==> src/rtl/clk_rst_pkg.sv <==
// Shared types and helpers for the PLL-domain reset sequencer.
package clk_rst_pkg;

    typedef enum logic [2:0] {
        WAIT_LOCK = 3'd0,
        STABILIZE = 3'd1,
        RELEASE   = 3'd2,
        RUN       = 3'd3,
        LOCK_LOST = 3'd4
    } pll_rst_state_e;

    localparam int LOSS_CNT_W = 8;

    function automatic int max3(input int a, input int b, input int c);
        int m;
        m = (a > b) ? a : b;
        return (m > c) ? m : c;
    endfunction

    function automatic logic [LOSS_CNT_W-1:0] sat_inc(input logic [LOSS_CNT_W-1:0] v);
        logic [LOSS_CNT_W-1:0] r;
        if (v == {LOSS_CNT_W{1'b1}}) begin
            r = v;
        end else begin
            r = v + {{(LOSS_CNT_W-1){1'b0}}, 1'b1};
        end
        return r;
    endfunction

endpackage

==> src/rtl/cdc_sync_bit.sv <==
// N-flop single-bit synchronizer with asynchronous active-low clear.
module cdc_sync_bit #(
    parameter int N = 2
) (
    input  logic clk,
    input  logic rst_n,
    input  logic d,
    output logic q
);

    logic [N-1:0] sync_r;

    // Shift chain clocked in the destination domain
    always_ff @(posedge clk or negedge rst_n) begin
        if (!rst_n) begin
            sync_r <= '0;
        end else begin
            sync_r <= {sync_r[N-2:0], d};
        end
    end

    assign q = sync_r[N-1];

endmodule

==> src/rtl/pll_reset_sequencer.sv <==
// Staged reset release for the PLL-derived domain: waits for stable lock,
// releases stages in order, and restarts after lock loss or a soft request.
module pll_reset_sequencer
    import clk_rst_pkg::*;
#(
    parameter int SYNC_STAGES        = 2,
    parameter int LOCK_STABLE_CYCLES = 1024,
    parameter int NUM_STAGES         = 3,
    parameter int STAGE_GAP_CYCLES   = 16,
    parameter int HOLDOFF_CYCLES     = 256
) (
    input  logic                  clk72,
    input  logic                  rst_n,
    input  logic                  pll_locked,
    input  logic                  soft_rst_req,
    output logic [NUM_STAGES-1:0] stage_rst_n,
    output logic                  ready,
    output logic [LOSS_CNT_W-1:0] lock_loss_count,
    output logic [2:0]            state
);

    localparam int MAX_CYC = max3(LOCK_STABLE_CYCLES, STAGE_GAP_CYCLES, HOLDOFF_CYCLES);
    localparam int CNT_W   = $clog2(MAX_CYC) + 1;
    localparam int IDX_W   = (NUM_STAGES > 1) ? $clog2(NUM_STAGES) : 1;

    localparam logic [CNT_W-1:0] STABLE_LAST = CNT_W'(LOCK_STABLE_CYCLES - 1);
    localparam logic [CNT_W-1:0] GAP_LAST    = CNT_W'(STAGE_GAP_CYCLES - 1);
    localparam logic [CNT_W-1:0] HOLD_LAST   = CNT_W'(HOLDOFF_CYCLES - 1);
    localparam logic [IDX_W-1:0] LAST_IDX    = IDX_W'(NUM_STAGES - 1);

    logic                  locked_s;
    pll_rst_state_e        state_r, state_nxt_s;
    logic [CNT_W-1:0]      cnt_r, cnt_nxt_s;
    logic [IDX_W-1:0]      idx_r, idx_nxt_s;
    logic [NUM_STAGES-1:0] stage_r, stage_nxt_s;
    logic                  ready_r, ready_nxt_s;
    logic [LOSS_CNT_W-1:0] loss_r, loss_nxt_s;
    logic                  rel_on_s;

    cdc_sync_bit #(
        .N (SYNC_STAGES)
    ) u_lock_sync (
        .clk   (clk72),
        .rst_n (rst_n),
        .d     (pll_locked),
        .q     (locked_s)
    );

    // Next-state, counter and output decode
    always_comb begin
        state_nxt_s = state_r;
        cnt_nxt_s   = cnt_r;
        idx_nxt_s   = idx_r;
        ready_nxt_s = ready_r;
        loss_nxt_s  = loss_r;
        rel_on_s    = 1'b0;
        stage_nxt_s = '0;

        case (state_r)
            WAIT_LOCK: begin
                cnt_nxt_s   = '0;
                idx_nxt_s   = '0;
                ready_nxt_s = 1'b0;
                if (locked_s) begin
                    state_nxt_s = STABILIZE;
                end else begin
                    state_nxt_s = WAIT_LOCK;
                end
            end
            STABILIZE: begin
                if (!locked_s) begin
                    state_nxt_s = WAIT_LOCK;
                    cnt_nxt_s   = '0;
                end else if (cnt_r == STABLE_LAST) begin
                    state_nxt_s = RELEASE;
                    cnt_nxt_s   = '0;
                    idx_nxt_s   = '0;
                    rel_on_s    = 1'b1;
                end else begin
                    cnt_nxt_s = cnt_r + CNT_W'(1);
                end
            end
            RELEASE, RUN: begin
                // A lock drop wins over a coincident soft request so it is counted
                if (!locked_s) begin
                    state_nxt_s = LOCK_LOST;
                    cnt_nxt_s   = '0;
                    ready_nxt_s = 1'b0;
                    loss_nxt_s  = sat_inc(loss_r);
                end else if (soft_rst_req) begin
                    state_nxt_s = LOCK_LOST;
                    cnt_nxt_s   = '0;
                    ready_nxt_s = 1'b0;
                end else if (state_r == RUN) begin
                    rel_on_s = 1'b1;
                end else if (idx_r == LAST_IDX) begin
                    state_nxt_s = RUN;
                    ready_nxt_s = 1'b1;
                    rel_on_s    = 1'b1;
                end else if (cnt_r == GAP_LAST) begin
                    idx_nxt_s = idx_r + IDX_W'(1);
                    cnt_nxt_s = '0;
                    rel_on_s  = 1'b1;
                end else begin
                    cnt_nxt_s = cnt_r + CNT_W'(1);
                    rel_on_s  = 1'b1;
                end
            end
            LOCK_LOST: begin
                ready_nxt_s = 1'b0;
                if (cnt_r == HOLD_LAST) begin
                    state_nxt_s = WAIT_LOCK;
                    cnt_nxt_s   = '0;
                end else begin
                    cnt_nxt_s = cnt_r + CNT_W'(1);
                end
            end
            default: begin
                state_nxt_s = WAIT_LOCK;
                cnt_nxt_s   = '0;
                idx_nxt_s   = '0;
                ready_nxt_s = 1'b0;
            end
        endcase

        for (int i = 0; i < NUM_STAGES; i++) begin
            stage_nxt_s[i] = rel_on_s && (IDX_W'(i) <= idx_nxt_s);
        end
    end

    // State, counters and registered outputs
    always_ff @(posedge clk72 or negedge rst_n) begin
        if (!rst_n) begin
            state_r <= WAIT_LOCK;
            cnt_r   <= '0;
            idx_r   <= '0;
            stage_r <= '0;
            ready_r <= 1'b0;
            loss_r  <= '0;
        end else begin
            state_r <= state_nxt_s;
            cnt_r   <= cnt_nxt_s;
            idx_r   <= idx_nxt_s;
            stage_r <= stage_nxt_s;
            ready_r <= ready_nxt_s;
            loss_r  <= loss_nxt_s;
        end
    end

    assign stage_rst_n     = stage_r;
    assign ready           = ready_r;
    assign lock_loss_count = loss_r;
    assign state           = state_r;

endmodule
==> config.mk <==
export PLATFORM = sky130hd
export DESIGN_NAME = pll_reset_sequencer
export DESIGN_NICKNAME = d
export VERILOG_FILES = /design/src/rtl/clk_rst_pkg.sv /design/src/rtl/cdc_sync_bit.sv /design/src/rtl/pll_reset_sequencer.sv
export SDC_FILE = /design/constraint.sdc
export NUM_CORES = 1
export LEC_CHECK = 0
export ABC_AREA = 1
export CAP_MARGIN = 5
export CORE_MARGIN = 2
export CORE_UTILIZATION = 50
export DETAILED_ROUTE_END_ITERATION = 16
export PLACE_DENSITY = 0.72
export RECOVER_POWER = 50
export SYNTH_ARGS = -nofsm -noshare
export SYNTH_HDL_FRONTEND = slang
export SYNTH_SLANG_ARGS = --single-unit
export TNS_END_PERCENT = 5
==> constraint.sdc <==
create_clock -name clk72 -period 1.7 [get_ports clk72]
set_input_delay 0.34 -clock clk72 [delete_from_list [all_inputs] [get_ports clk72]]
set_output_delay 0.34 -clock clk72 [all_outputs]
set_load 0.02 [all_outputs]
# ---- Word level (Yosys, flattened, before mapping)
# Index checks and enable logic that the tools add are counted.
dict set report totals {
  inputBits 4
  word_cells 75
  output_inout_bits 15
  reg_bits 30
}
dict set report op_classes {
  order_cmp 3
  add_sub_neg 3
  reduce_logical 9
  eq_ne 14
  n_mux 36
  bitwise_logic 3
}
# op count
set op_table {}
lappend op_table {{$mux W11} 8}
lappend op_table {{$pmux W11 S3} 1}
lappend op_table {{$mux W3} 7}
lappend op_table {{$mux W2} 7}
lappend op_table {{$ne A4 B4 Y1 const B} 3}
lappend op_table {{$pmux W3 S4} 1}
lappend op_table {{$add A11 B1 Y11 const B} 1}
lappend op_table {{$eq A11 B10 Y1 const B} 1}
lappend op_table {{$eq A11 B4 Y1 const B} 1}
lappend op_table {{$eq A11 B8 Y1 const B} 1}
lappend op_table {{$mux W1} 9}
lappend op_table {{$add A8 B1 Y8 const B} 1}
lappend op_table {{$eq A8 B8 Y1 const B} 1}
lappend op_table {{$eq A3 B2 Y1 const B} 2}
lappend op_table {{$pmux W2 S3} 1}
lappend op_table {{$reduce_and A3 Y1} 2}
lappend op_table {{$le A1 B2 Y1 const A} 2}
lappend op_table {{$pmux W1 S2} 2}
lappend op_table {{$reduce_and A4 Y1} 1}
lappend op_table {{$eq A3 B1 Y1 const B} 1}
lappend op_table {{$eq A3 B3 Y1 const B} 1}
lappend op_table {{$logic_and A1 B1 Y1} 3}
lappend op_table {{$logic_not A3 Y1} 1}
lappend op_table {{$ne A3 B3 Y1 const B} 1}
lappend op_table {{7 further kinds} 9}

# ---- Depth between registers and ports, before layout
# Gate-level depths: netlist (run 1).
dict set report depth {
  word_depth 9
  mapped_depth 12
}

# ---- Cells and area by module
# A second synthesis (run 1) with hierarchy kept.
dict set report unflattened {
  cells_unflattened 198
  hier_area_um2 1636.6
}
# mod seq_area_each_um2 cells_per_inst instances area_per_inst_um2
set by_module_without_submodules {}
lappend by_module_without_submodules {pll_reset_sequencer 700.7 196 1 1586.5}
lappend by_module_without_submodules {cdc_sync_bit 50.0 2 1 50.0}

# ---- Worst setup path before layout (run 1)
# Ideal clock, no wire load.
dict set report synth_timing {
  path_kind {reg2reg}
  startpoint {register loss_r[1], in the netlist lock_loss_count[1]}
  endpoint {register loss_r[2], in the netlist lock_loss_count[2]}
  required_ps 1577
  path_stages_with_launch 9
  synth_period_minus_slack_ps 1542
  arrival_ps 1418
  setup_slack_ps 158
  cell_sequence {dfrtp_1 -> ha_1 -> inv_1 -> nor3_2 -> nand4_1 -> nand3_2 -> inv_2 -> nand3_1 -> nand2_1}
}
dict set report synth_between {
  elab_chain_len 3
  elab_cells_between_ends 4
  cone_classes {add/sub (1); eq/ne (1); bitwise (1); reduce/logical (1)}
}
# element line
set synth_lines {}
lappend synth_lines {{start, declared} pll_reset_sequencer.sv:37} ;# logic [LOSS_CNT_W-1:0] loss_r, loss_nxt_s;
lappend synth_lines {{start signal, assigned} pll_reset_sequencer.sv:146} ;# loss_r <= loss_nxt_s;
lappend synth_lines {{parallel branches: the longest is 3 deep, another holds $add A8 B1 Y8} --}
# Parallel ways; which one is timed is not known.
# A chain may end at the register's enable or synchronous reset.

# ---- Worst setup path in the final report (run 1)
dict set report layout_timing {
  startpoint {register ready_r, in the netlist ready}
  endpoint {output port ready}
}
# element line
set layout_rtl {}
lappend layout_rtl {{start, declared} pll_reset_sequencer.sv:36} ;# logic ready_r, ready_nxt_s;
lappend layout_rtl {{start signal, assigned} pll_reset_sequencer.sv:145} ;# ready_r <= ready_nxt_s;
lappend layout_rtl {{end, declared} pll_reset_sequencer.sv:17} ;# output logic ready,
# No word-level cell between the ends.

==> flow_metrics.py, run 1 <==
metrics = {
    "pwr": {
        "p_per_area_nw_per_um2": 653.3,
        "power_w": 0.001395,
        "p_leak_nw": 1.135,
        "irDropWorstVdd_mv": 0.4769,
    },
    "sta": {
        "max_slew.worst_pin.slew_ns": 0.7503,
        "fmax_mhz": 615.8,
        "maxSlewViolCount": 0,
        "rsz0062_at_grt": "true",
        "min_period_ns": 1.624,
        "skew_ns": 0.005497,
        "setup_viol_count_final": 0,
        "slew_headroom": 0.4998,
        "final-hold-violation-count": 0,
        "period_share": 0.9553,
    },
    "worst_setup_path": {
        "cp_cell_sequence": "clkdlybuf4s50_1",
        "slowest_delay_ns": 0.60,
        "r2r_setup_slack_ns": 0.13,
        "path_buf_inv": 1,
        "slowest_stage": "clkdlybuf4s50_1",
        "critPathCaptureType": "output pin",
        "crit_required_ns": 1.36,
        "arrival_ns": 1.28,
        "crit_type": "reg2out",
        "crit_cells": 1,
        "critPathTopFamily": "buffers and inverters",
        "critical_path.max_fanout": 2,
        "start_kind": "register",
        "r2r_cells": 10,
    },
    "placement": {
        "hpwl_um": 2649,
        "place_congestion": 0.8891,
        "port_buffers": 18,
        "dp.cells": 285,
    },
    "logic_synthesis": {
        "synthCells": 216,
        "synth-compound-area-share": 0.09929,
        "ys_top_cells_by_area": "dfrtp_1, nand2_1, inv_1",
        "synth_top_family_by_area": "simple AND/OR/NAND/NOR gates",
        "synth-adder-area-share": 0.02128,
        "syn_area_um2": 1764,
        "synth_top_cell_by_area": "dfrtp_1",
        "synth-seq-cells": 30,
        "synth-xor-area-share": 0.03475,
        "syn_nets": 223,
        "ys_types": 31,
        "netlist.area_leader.share": 0.4255,
        "synth_mux_area_frac": 0,
        "seq_area_frac_synth": 0.4255,
        "syn_area_per_cell_um2": 8.168,
        "yosys_warnings": 0,
        "synth_simple_gate_area_share": 0.3546,
    },
    "cts": {
        "root_buffer": "clkbuf_4",
        "h-tree-depth": 2,
        "clk_latency_ns": 0.34,
        "cts_tree": "yes",
        "cts_num_sinks": 30,
        "numCtsBuffers": 5,
        "clk_pin_slew_ns": 0.09,
        "clockBufferDepth": 2,
        "cts_hold_buf": 0,
    },
    "routing": {
        "wl_per_cell_um": 12.27,
        "drt-vias-per-instance": 5.078,
        "drc_errors": 0,
        "vias": 1488,
        "drtIter0Drc": 91,
        "drt-pass1-iter-count": 4,
        "wirelength_um": 3594,
        "ant_nets": 0,
    },
    "floorplan": {
        "io_pins": 19,
        "fp-row-count": 21,
        "start_util": 0.5246,
        "die-area_um2": 4020,
        "core_area_um2": 3363,
        "die_w_um": 63.40,
        "die_h_um": 63.40,
    },
    "min_path": {
        "whs_path_depth": 0,
        "hold_path.class": "reg2reg",
    },
    "global_routing": {
        "overflow": 0,
        "grt.total_usage": 0.2082,
        "antenna_found_initial": 0,
        "grt_pass1_vias": 1528,
        "grt_pass1_wl_um": 6575,
        "grt_max_degree": 31,
    },
    "finish": {
        "finish.utilization": 0.6350,
        "drive_gt1_frac": 0.2065,
        "area_growth_pct": 21.06,
        "finalNonFillerCells": 293,
        "nNetsFinal": 253,
        "antenna_cells": 0,
    },
    "job": {
        "drv_cap": 0,
    },
    "run_status": {
        "status": "finished, final reports clean",
    },
}
[power breakdown]
group,switching [W],internal [W],leakage [nW]
combinational,0.0000779,0.0000396,0.679
clock,0.000258,0.000282,0.0446
sequential,0.0000143,0.000723,0.411
total,0.000350,0.00105,1.14
[metrics by stage]
stage	instance area (um^2)	hold slack [ns]	worst slack (ns)	TNS [ns]
after floorplan	1764	0.04441	0.1584	0
after global placement	2039	0.3344	0.09057	0
after detailed placement	2039	0.3362	0.06933	0
after CTS	2111	0.3576	0.002432	0
after global routing	2136	0.3891	-0.009724	-0.009825
final	2136	0.3549	0.07604	0
[metal layers]
layer,up-vias,track usage,wire [um]
li1,754,-,-
met5,-,0,0
met2,20,0.3342,1736
met4,0,0.07609,61
met1,706,0.2691,1664
met3,8,0.05714,131
[area by class of cell]
class                           count  area (um^2)
Clock buffer                        8        78.83
Inverter                           28        106.4
Sequential cell                    30        752.0
Timing Repair Buffer               24        224.0
Fill cell                         337         1227
Multi-Input combinational cell    157        917.1
Tap cell                           46        57.56
[logic make-up after synthesis]
kind of cell               after synthesis
AOI/OAI and AO/OA                       26
DFF                                     30
xor gates and xnor gates                 7
adders and majority gates                3
and+or+nand+nor                        121
buffers and inverters                   29
[state kept, by name, summed over array words and instances, names as in the netlist]
register	count
cnt_r	11
idx_r	2
state	3
lock_loss_count	8
ready	1
u_lock_sync.sync_r	2
stage_rst_n	3
[synthesized netlist by cell type]
master,n
nand2_1,65
dfrtp_1,30
inv_1,24
nand3_1,16
nor2_1,11
a21oi_1,9
nand2_2,9
o21ai_0,6
nor2_4,5
xor2_1,5
nand4_1,4
o21ai_2,4
ha_1,3
inv_2,3
nor3_2,2
nor3_4,2
o21ai_1,2
o22ai_2,2
xnor2_1,2
a31oi_1,1
buf_4,1
clkinv_2,1
nand2_4,1
nand3_2,1
nand3_4,1
nand4_2,1
nor2_2,1
nor3_1,1
nor3b_1,1
o21ai_4,1
o31ai_1,1
[worst paths after layout]
path                                  startpoint                     to
setup / recovery                           ready                  ready
hold / removal             u_lock_sync.sync_r[0]  u_lock_sync.sync_r[1]
setup reg to reg                        cnt_r[1]              cnt_r[10]
hold reg to reg            u_lock_sync.sync_r[0]  u_lock_sync.sync_r[1]
max in group asynchronous                  rst_n               state[0]
min in group asynchronous                  rst_n               cnt_r[5]
[timing repair]
item / CTS / global route
gates resized for setup: 8 / 8
hold endpoints to repair: 0 / 0
endpoints found under the setup margin: 7 / 13
buffers inserted: 0 / 0
[cells in the final DEF, fill, tap and decap left out, types with 3 or more instances in the layout]
cell type,synthesis,layout
clkbuf_4,0,5
inv_2,3,3
nor2_4,5,6
nand2_1,65,65
clkdlybuf4s50_1,0,5
a21oi_1,9,9
dfrtp_1,30,29
inv_1,24,24
nand3_1,16,16
nor2_1,11,10
clkbuf_8,0,3
xor2_1,5,5
nand4_1,4,4
dlymetal6s2s_1,0,4
o21ai_0,6,6
dlygate4sd2_1,0,7
buf_4,1,5
o21ai_2,4,4
nand2_2,9,9
Power figures use the tool's default switching activity.
==> run 2, diff against run 1 <==
--- a/config.mk
+++ b/config.mk
@@ -10,6 +10,7 @@
 export CORE_MARGIN = 2
 export CORE_UTILIZATION = 50
 export DETAILED_ROUTE_END_ITERATION = 16
+export HOLD_SLACK_MARGIN = 0.06
 export PLACE_DENSITY = 0.72
 export RECOVER_POWER = 50
 export SYNTH_ARGS = -nofsm -noshare
==> results of run 2 <==
Same layout as run 1: the final DEF is identical, and so are final timing and power.
==> run 3, diff against run 2 <==
--- a/config.mk
+++ b/config.mk
@@ -15,5 +15,6 @@
 export RECOVER_POWER = 50
 export SYNTH_ARGS = -nofsm -noshare
 export SYNTH_HDL_FRONTEND = slang
+export SYNTH_HIERARCHICAL = 1
 export SYNTH_SLANG_ARGS = --single-unit
 export TNS_END_PERCENT = 5
==> run 3 against run 2 <==
Flip-flop and latch count is the same. Non-clock buffer count rose by 7. Die area decreased by 6.8%. Largest power group unchanged.
==> flow_metrics.py, run 3 <==
metrics = {
    "worst_setup_path": {
        "crit_required_ns": 1.93,
        "start_kind": "register",
        "path_buf_inv": 1,
        "cp_cell_sequence": "ha_2 -> nand3_2 -> nor2_1 -> buf_4 -> nand3_1 -> o21ai_1 -> nand2_1 -> and2_1",
        "critical_path.max_fanout": 3,
        "arrival_ns": 1.89,
        "slowest_stage": "dfrtp_1",
        "r2r_setup_slack_ns": 0.04,
        "critPathTopFamily": "simple AND/OR/NAND/NOR gates",
        "crit_type": "reg2reg",
        "critPathCaptureType": "register",
        "slowest_delay_ns": 0.38,
    },
    "global_routing": {
        "grtUsageMet2": 0.3845,
        "grt_pass1_wl_um": 6292,
        "antenna_found_initial": 0,
        "grt_use_met3": 0.06092,
        "grt.total_usage": 0.2306,
        "grt_max_degree": 31,
        "overflow": 0,
        "gr-usage-met1": 0.2743,
        "grt_pass1_vias": 1469,
        "top_usage_layer": "met2",
    },
    "finish": {
        "antenna_cells": 0,
        "area_growth_pct": 26.22,
        "fillers": 285,
        "regArea_um2": 750.7,
        "nNetsFinal": 243,
        "largest_register_ffs": 11,
        "multiInputGateArea_um2": 817.0,
        "layout_common_cells": "nand2_1, dfrtp_1, inv_1, nor2_1, nand3_1",
        "drive_gt1_frac": 0.2152,
        "finalNonFillerCells": 281,
        "top_register": "cnt_r",
        "final_common_cell": "nand2_1",
        "finish.utilization": 0.6711,
    },
    "floorplan": {
        "core_area_um2": 3078,
        "io_pins": 19,
        "start_util": 0.5317,
        "fp-row-count": 20,
        "die_w_um": 61.21,
        "die_h_um": 61.21,
        "die-area_um2": 3747,
    },
    "placement": {
        "dp.cells": 273,
        "place_ws_ns": -0.1843,
        "place_congestion": 0.8877,
        "hpwl_um": 2774,
        "port_buffers": 18,
    },
    "routing": {
        "drt-pass1-iter-count": 4,
        "ant_nets": 0,
        "drt-vias-per-instance": 5.306,
        "drc_errors": 0,
        "vias": 1491,
        "drtIter0Drc": 78,
        "wirelength_um": 3690,
        "wl_per_cell_um": 13.13,
    },
    "logic_synthesis": {
        "syn_area_um2": 1637,
        "yosys_warnings": 6,
        "synth-adder-area-share": 0.02294,
        "synth_simple_gate_area_share": 0.3066,
        "netlist.area_leader.share": 0.4587,
        "synth_top_cell_by_area": "dfrtp_1",
        "synth-seq-cells": 30,
        "ys_types": 28,
        "synthFlopType": "dfrtp_1",
        "yosysMostFrequentCell": "nand2_1",
        "synth-compound-area-share": 0.07645,
        "synth_commonest_cells": "nand2_1, dfrtp_1, nor2_1",
        "synthCells": 198,
        "synth_edf_count": 0,
        "ys_top_cells_by_area": "dfrtp_1, nand2_1, nor2_1",
        "syn_area_per_cell_um2": 8.266,
        "seq_area_frac_synth": 0.4587,
        "syn_nets": 205,
        "synth_top_family_by_area": "simple AND/OR/NAND/NOR gates",
        "synth-xor-area-share": 0.05352,
        "async_flop_share": 1.000,
        "synth_mux_area_frac": 0.02064,
    },
    "cts": {
        "cts_tree": "yes",
        "clk_latency_ns": 0.34,
        "h-tree-depth": 2,
        "clk_pin_slew_ns": 0.10,
        "clockBufferDepth": 2,
        "cts_hold_buf": 0,
        "numCtsBuffers": 5,
        "cts_num_sinks": 30,
        "root_buffer": "clkbuf_4",
    },
    "sta": {
        "maxSlewViolCount": 0,
        "final-hold-violation-count": 0,
        "slew_headroom": 0.5108,
        "max_slew.worst_pin.slew_ns": 0.7338,
        "setup_viol_count_final": 0,
        "period_share": 0.9784,
        "rsz0062_at_grt": "true",
        "fmax_mhz": 601.2,
        "final.setup.worst_slack_ns": 0.03675,
        "fin_setup_tns_ns": 0,
        "min_period_ns": 1.663,
        "skew_ns": 0.008930,
    },
    "pwr": {
        "p_per_area_nw_per_um2": 680.1,
        "p_leak_nw": 1.053,
        "irDropWorstVdd_mv": 0.4552,
    },
    "job": {
        "drv_cap": 0,
    },
    "min_path": {
        "hold_path.class": "reg2reg",
    },
    "run_status": {
        "status": "finished, final reports clean",
    },
}
-- run 3: area by class of cell --
| cell class | instances | share of cell area |
|---|---|---|
| Clock buffer | 5 | 0.01817 |
| Clock inverter | 3 | 0.01938 |
| Inverter | 26 | 0.04846 |
| Multi-Input combinational cell | 142 | 0.3955 |
| Sequential cell | 30 | 0.3634 |
| Tap cell | 44 | 0.02665 |
| Timing Repair Buffer | 31 | 0.1284 |
-- run 3: per-layer routing --
layer / up-vias / routed length [um] / part of all wire
li1: 716 / - / -
met3: 12 / 169 / 0.046
met4: 0 / 106 / 0.029
met2: 51 / 1919 / 0.52
met1: 712 / 1495 / 0.41
met5: - / 0 / 0
-- run 3: cells by family after synthesis --
kind of cell / after synthesis
and+or+nand+nor: 105
DFF: 30
buffers and inverters: 26
AOI/OAI and AO/OA: 21
xor gates and xnor gates: 10
muxes: 3
adders and majority gates: 3
-- run 3: stage by stage --
stage / total power, W / hold slack (ns) / area (um^2)
global placement: 0.0008554 / 0.3373 / 1969
global route: 0.001472 / 0.3923 / 2066
floorplan: 0.0008041 / 0.04441 / 1637
finish: 0.001405 / 0.3739 / 2066
detailed placement: 0.0008601 / 0.3484 / 1969
CTS: 0.001421 / 0.3724 / 2047
-- run 3: report_power, final --
part	switching [W]	internal [W]	total (W)
clock	0.000254	0.000304	0.000558
combinational	0.0000793	0.0000375	0.000117
sequential	0.00000860	0.000721	0.000730
total	0.000342	0.00106	0.00140
-- run 3: worst paths after layout --
kind | from | to | depth (start not counted)
min | u_lock_sync/sync_r[0] | u_lock_sync/sync_r[1] | 0
min reg2reg | u_lock_sync/sync_r[0] | u_lock_sync/sync_r[1] | 0
max reg2reg | cnt_r[1] | idx_r[0] | 8
max in group asynchronous | rst_n | stage_rst_n[2] | 2
min in group asynchronous | rst_n | cnt_r[10] | 2
max | cnt_r[1] | idx_r[0] | 8
-- run 3: timing repair --
| item | CTS | global route |
|---|---|---|
| pin swaps | 0 | 1 |
| resized for setup | 14 | 8 |
| setup endpoints to repair | 17 | 15 |
| setup buffers | 0 | 0 |
